===== config.mk =====
export PLATFORM = sky130hd
export DESIGN_NAME = cnn_result_collector_flat
export DESIGN_NICKNAME = d
export VERILOG_FILES = /design/src/rtl/cnn_result_collector_if.sv /design/src/rtl/cnn_result_collector.sv /design/src/flat_wrapper.sv
export SDC_FILE = /design/constraint.sdc
export NUM_CORES = 1
export LEC_CHECK = 0
export BUFFER_PORTS_ARGS = -buffer_cell sky130_fd_sc_hd__buf_2
export CAP_MARGIN = 20
export CORE_MARGIN = 3
export CORE_UTILIZATION = 59
export DETAILED_ROUTE_END_ITERATION = 10
export PLACE_DENSITY = 0.91
export REMOVE_ABC_BUFFERS = 1
export SLEW_MARGIN = 20
export SYNTH_ARGS = -nofsm -noshare
export SYNTH_HDL_FRONTEND = slang
export SYNTH_SLANG_ARGS = --single-unit
export TNS_END_PERCENT = 1

===== constraint.sdc =====
create_clock -name clk -period 3.5 [get_ports clk]
set_clock_uncertainty 0.05 [all_clocks]
set_input_delay 0.875 -clock clk [delete_from_list [all_inputs] [get_ports clk]]
set_output_delay 0.875 -clock clk [all_outputs]
set_load 0.01 [all_outputs]

===== src/rtl/cnn_result_collector_if.sv =====
// Stream-out bundle of the CNN result collector: one captured cell value per beat,
// valid/ready handshake, with cell index and last-beat marker.
interface cnn_result_collector_if #(
  parameter int unsigned DATA_W  = 9,
  parameter int unsigned N_CELLS = 16
);
  localparam int unsigned IdxW = (N_CELLS > 1) ? $clog2(N_CELLS) : 1;

  logic              out_valid;
  logic              out_ready;
  logic [DATA_W-1:0] out_data;
  logic [IdxW-1:0]   out_idx;
  logic              out_last;

  modport master (
    output out_valid,
    output out_data,
    output out_idx,
    output out_last,
    input  out_ready
  );

  modport slave (
    input  out_valid,
    input  out_data,
    input  out_idx,
    input  out_last,
    output out_ready
  );
endinterface


===== src/rtl/cnn_result_collector.sv =====
// Result collector for the 4x4 cellular-network array. After start it waits for all cell
// outputs to hold still for STABLE_CYCLES cycles, snapshots them and streams one cell per beat.
// Optional settle timeout is enabled by defining CNN_COLLECT_TIMEOUT_EN.
module cnn_result_collector #(
  parameter int unsigned DATA_W        = 9,
  parameter int unsigned N_CELLS       = 16,
  parameter int unsigned STABLE_CYCLES = 8,
  parameter int unsigned MAX_WAIT      = 1023
) (
  input  logic                      clk,
  input  logic                      rst_n,
  input  logic                      start,
  input  logic [DATA_W*N_CELLS-1:0] y_flat,
  cnn_result_collector_if.master    out_if,
  output logic                      busy,
  output logic                      done,
  output logic                      timeout
);
  localparam int unsigned FlatW = DATA_W * N_CELLS;
  localparam int unsigned IdxW  = (N_CELLS > 1) ? $clog2(N_CELLS) : 1;
  localparam int unsigned StW   = $clog2(STABLE_CYCLES + 1);
  localparam logic [IdxW-1:0] LastIdx    = IdxW'(N_CELLS - 1);
  localparam logic [StW-1:0]  StableLast = StW'(STABLE_CYCLES - 1);

  if (STABLE_CYCLES == 0 || MAX_WAIT == 0) begin : g_bad_cfg
    $error("cnn_result_collector: STABLE_CYCLES and MAX_WAIT must be at least 1");
  end

  typedef enum logic [1:0] {StIdle, StSettle, StStream} state_e;

  state_e           state_q, state_d;
  logic [FlatW-1:0] y_prev_q, y_prev_d;
  logic [FlatW-1:0] cap_q, cap_d;
  logic [StW-1:0]   stable_cnt_q, stable_cnt_d;
  logic [IdxW-1:0]  idx_q, idx_d;
  logic             valid_q, valid_d;
  logic             done_q, done_d;
  logic             same, converged, hs;

`ifdef CNN_COLLECT_TIMEOUT_EN
  localparam int unsigned WaitW = $clog2(MAX_WAIT + 1);
  localparam logic [WaitW-1:0] WaitLast = WaitW'(MAX_WAIT - 1);

  logic [WaitW-1:0] wait_cnt_q, wait_cnt_d;
  logic             timeout_q, timeout_d;
  logic             expired;

  assign expired = (wait_cnt_q == WaitLast);
  assign timeout = timeout_q;
`else
  assign timeout = 1'b0;
`endif

  assign same      = (y_flat == y_prev_q);
  assign converged = same && (stable_cnt_q == StableLast);
  assign hs        = valid_q && out_if.out_ready;

  // Next-state: convergence watch, capture, and beat sequencing.
  always_comb begin
    state_d      = state_q;
    y_prev_d     = y_prev_q;
    cap_d        = cap_q;
    stable_cnt_d = stable_cnt_q;
    idx_d        = idx_q;
    valid_d      = valid_q;
    done_d       = 1'b0;
`ifdef CNN_COLLECT_TIMEOUT_EN
    wait_cnt_d   = wait_cnt_q;
    timeout_d    = timeout_q;
`endif
    unique case (state_q)
      StIdle: begin
        if (start) begin
          state_d      = StSettle;
          y_prev_d     = y_flat;
          stable_cnt_d = '0;
`ifdef CNN_COLLECT_TIMEOUT_EN
          wait_cnt_d   = '0;
          timeout_d    = 1'b0;
`endif
        end
      end
      StSettle: begin
        y_prev_d     = y_flat;
        stable_cnt_d = same ? stable_cnt_q + StW'(1) : '0;
`ifdef CNN_COLLECT_TIMEOUT_EN
        wait_cnt_d   = wait_cnt_q + WaitW'(1);
`endif
        // Convergence takes priority over an expiring timeout in the same cycle.
        if (converged) begin
          cap_d   = y_flat;
          idx_d   = '0;
          valid_d = 1'b1;
          state_d = StStream;
        end
`ifdef CNN_COLLECT_TIMEOUT_EN
        else if (expired) begin
          cap_d     = y_flat;
          idx_d     = '0;
          valid_d   = 1'b1;
          timeout_d = 1'b1;
          state_d   = StStream;
        end
`endif
      end
      StStream: begin
        if (hs) begin
          if (idx_q == LastIdx) begin
            state_d = StIdle;
            valid_d = 1'b0;
            idx_d   = '0;
            done_d  = 1'b1;
          end else begin
            idx_d = idx_q + IdxW'(1);
          end
        end
      end
      default: state_d = StIdle;
    endcase
  end

  // State and registered outputs; reset discards any run in progress.
  always_ff @(posedge clk or negedge rst_n) begin
    if (!rst_n) begin
      state_q      <= StIdle;
      y_prev_q     <= '0;
      cap_q        <= '0;
      stable_cnt_q <= '0;
      idx_q        <= '0;
      valid_q      <= 1'b0;
      done_q       <= 1'b0;
`ifdef CNN_COLLECT_TIMEOUT_EN
      wait_cnt_q   <= '0;
      timeout_q    <= 1'b0;
`endif
    end else begin
      state_q      <= state_d;
      y_prev_q     <= y_prev_d;
      cap_q        <= cap_d;
      stable_cnt_q <= stable_cnt_d;
      idx_q        <= idx_d;
      valid_q      <= valid_d;
      done_q       <= done_d;
`ifdef CNN_COLLECT_TIMEOUT_EN
      wait_cnt_q   <= wait_cnt_d;
      timeout_q    <= timeout_d;
`endif
    end
  end

  assign out_if.out_valid = valid_q;
  assign out_if.out_data  = valid_q ? cap_q[idx_q*DATA_W +: DATA_W] : '0;
  assign out_if.out_idx   = idx_q;
  assign out_if.out_last  = valid_q && (idx_q == LastIdx);
  assign busy             = (state_q != StIdle);
  assign done             = done_q;
endmodule


===== src/flat_wrapper.sv =====
// flat-port wrapper written by rule: the top's interface ports become plain ports
module cnn_result_collector_flat 
#(
  parameter int unsigned DATA_W        = 9,
  parameter int unsigned N_CELLS       = 16,
  parameter int unsigned STABLE_CYCLES = 8,
  parameter int unsigned MAX_WAIT      = 1023
)
  (clk, rst_n, start, y_flat, busy, done, timeout, out_if_out_valid, out_if_out_data, out_if_out_idx, out_if_out_last, out_if_out_ready);
  cnn_result_collector_if #(.DATA_W(DATA_W), .N_CELLS(N_CELLS)) out_if_i ();
  input  logic clk;
  input  logic rst_n;
  input  logic start;
  input  logic [DATA_W*N_CELLS-1:0] y_flat;
  output logic busy;
  output logic done;
  output logic timeout;
  output wire logic [$bits(out_if_i.out_valid)-1:0] out_if_out_valid;
  output wire logic [$bits(out_if_i.out_data)-1:0] out_if_out_data;
  output wire logic [$bits(out_if_i.out_idx)-1:0] out_if_out_idx;
  output wire logic [$bits(out_if_i.out_last)-1:0] out_if_out_last;
  input wire logic [$bits(out_if_i.out_ready)-1:0] out_if_out_ready;
  assign out_if_out_valid = out_if_i.out_valid;
  assign out_if_out_data = out_if_i.out_data;
  assign out_if_out_idx = out_if_i.out_idx;
  assign out_if_out_last = out_if_i.out_last;
  assign out_if_i.out_ready = out_if_out_ready;
  cnn_result_collector #(.DATA_W(DATA_W), .N_CELLS(N_CELLS), .STABLE_CYCLES(STABLE_CYCLES), .MAX_WAIT(MAX_WAIT)) u_core (.clk(clk), .rst_n(rst_n), .start(start), .y_flat(y_flat), .out_if(out_if_i), .busy(busy), .done(done), .timeout(timeout));
endmodule

==> metrics.txt <==
antenna viol nets, final 0; Initial Util 60.3%; Finished Cell Area 16800 um2; Most used DFF post-synth dfrtp_1; Nets 1284; Slew @ Worst Pin 0.910 ns; max-cap viol count 0; R2R Path End u_core.cap_q[61]; CP Data Required Time 2.57 ns; first-pass GRT wire length 54.4 mm; arrival time of the worst setup path 2.59 ns; simple-gate share of the synthesized area 3.68%; Root Buffer clkbuf_16; Cells after Synth 948; Final Hold Fails 0; gpl congestion 0.877; overall routing resource usage 27.2%; Synth Area in XOR/XNOR 8.61%; warnings from Yosys 0; area grow syn2layout 17.7%; Post-synth ARST share 100%; via count 8824; Worst-path clk slew 0.06 ns; Final WS setup -0.0172 ns; layout cells sized above 1 50.7%; run status complete, but fails checks; crit path to out_if_out_data[6]; most frequent cells in the layout 298 x dfrtp_1, 227 x mux2_2, 159 x buf_2; vias per cell 5.98; Port Buffers 164; Leak 7.67 nW; placed cells 1414; critical path class reg -> out; average size of a mapped cell 15.0 um2; I/O Pins 166; Post-synth EDFFs 0; final core utilization 71.0%; Worst setup SP type flip-flop; clock buffer depth 3; hold crit path type in -> async; Placed Area 15600 um2; number of global-route vias before repair 9515; Overflow after GRT 0; VDD IR max 0.407 mV; Cell Count, Final, Fillers Out 1475; largest family of logic cells by synthesized area multiplexers; CTS buffer count 30; Rel. slew slack 39.3%; Slew Limit Fails 0; complex-gate fraction of the synthesized area 1.19%; post-synthesis instance area 14200 um2; DR iter-0 viols 561; drt pass-1 iters 7; clk_lat worst skew 0.55 ns; largest net degree at the start of global routing 114; GR Util met3 5.62%; Crit. Startpoint u_core.out_if.out_idx[0]; drt drc 0; most common cell after layout, fill and taps aside dfrtp_1; worst reg2reg path depth 9; sequential element share of the synthesized area 52.7%; drt total wl 35.6 mm; post-synthesis adder-cell area fraction 0.439%; RSZ-0062 raised after global routing true; number of H-tree levels 1; HPWL after DPL 24.3 mm; global route hottest layer met2; setup slack, reg-to-reg 0.45 ns; TritonCTS clock tree yes; mux share of post-synthesis cell area 31.4%; Critical R2R Launch u_core.y_prev_q[140]; row count 56; Die Span Y 161 um; dpl ws -0.0694 ns; fin crit period 3.52 ns; Netlist cell types 41; Sink Count 300; die span in x 161 um; Core Region 23600 um2; period utilization 100%; die area 26000 um2; initial antenna violation count 6; met1 Use GR 36.4%; failing checks negative setup slack; Crit. End Element primary output; P per Cell Area 446 nW/um2; DR WL/cell 24.1 um; met2 Usage GRT 44.1%; Yosys reg bits 300; overall power 7.48 mW; Fmax achieved 284 MHz; critical path fanouts, max 7; final setup fails 5
critical path, stage by stage, from the launching register on:
cell     delay (ns)
dfrtp_2        0.45
buf_12         0.15
buf_16         0.14
mux4_2         0.50
mux4_2         0.46
and2_1         0.20
buf_2          0.15
per-layer routing:
metal / share of wire (%) / routed length, um
met1: 40 / 14400
met2: 48 / 17100
met3: 7.1 / 2520
met4: 4.2 / 1510
met5: 0.22 / 77
kinds of logic after synthesis:
logic type                 Yosys count
DFF                                300
xor gates and xnor gates           140
adders and majority gates            5
other                                1
muxes                              333
buffers and inverters               55
and+or+nand+nor                     89
AOI/OAI and AO/OA                   25
synth_stat cells, drive strengths merged (2+ instances only):
| library cell | number | area share [%] |
|---|---|---|
| dfrtp | 300 | 53 |
| a22o | 4 | 0.25 |
| nor4 | 12 | 0.57 |
| and2 | 10 | 0.44 |
| xnor2 | 126 | 7.7 |
| xor2 | 14 | 0.86 |
| nand3 | 8 | 0.28 |
| inv | 12 | 0.32 |
| and3 | 3 | 0.13 |
| ha | 5 | 0.44 |
| a22oi | 2 | 0.11 |
| mux2 | 287 | 24 |
| nand2 | 10 | 0.28 |
| nor2 | 5 | 0.13 |
| nand4 | 34 | 1.5 |
| a21oi | 3 | 0.11 |
| mux4 | 45 | 7.1 |
| o22ai | 2 | 0.088 |
| clkbuf | 25 | 0.66 |
| nor3 | 2 | 0.070 |
| o21ai | 8 | 0.28 |
| buf | 18 | 0.94 |
worst min path at each step:
stage	start	to	slack [ns]	cells past startpoint
after floorplan	u_core.y_prev_q[99]	u_core.y_prev_q[99]	0.42	2
after global placement	u_core.cap_q[33]	u_core.cap_q[33]	0.43	1
after detailed placement	u_core.cap_q[97]	u_core.cap_q[97]	0.44	1
after CTS	rst_n	u_core.stable_cnt_q[0]	0.32	1
after global routing	rst_n	u_core.y_prev_q[133]	0.34	1
final	rst_n	u_core.y_prev_q[133]	0.29	1
state kept, by name (all words and copies together), names as in the netlist:
signal and flops:
u_core.y_prev_q 144, u_core.stable_cnt_q 4, u_core.out_if.out_valid 1, u_core.state_q 2, u_core.cap_q 144, u_core.done 1
u_core.out_if.out_idx 4
layout make-up:
class	count	area, um2
flip-flops and latches	300	7510
fillers	1477	6850
multi-input cells	593	6500
repair buffers	194	1270
clock buffers	49	953
well taps	319	399
clock inverters	7	85.1
inverters	12	45.0
diodes	1	2.50
stage by stage:
| step | hold slack, ns | TNS [ns] |
|---|---|---|
| after floorplan | 0.423 | -1039.00 |
| after global placement | 0.431 | -3.79 |
| after detailed placement | 0.438 | -2.37 |
| after CTS | 0.322 | -0.150 |
| after global routing | 0.336 | -0.502 |
| final | 0.295 | -0.0471 |
power breakdown:
part           total (mW)  internal, mW  leakage (nW)  switching [mW]
Sequential           3.61          3.55          3.84          0.0609
Clock                3.34          2.00         0.517            1.34
Combinational       0.531         0.247          3.31           0.285
Total                7.48          5.80          7.67            1.69
what timing repair did:
item,CTS,global route
setup buffers,2,0
endpoints found under the setup margin,8,8
gates resized for setup,5,8
hold buffers,0,0
cloned,2,0
pin swaps,0,0
(Power assumes the default switching activity.)
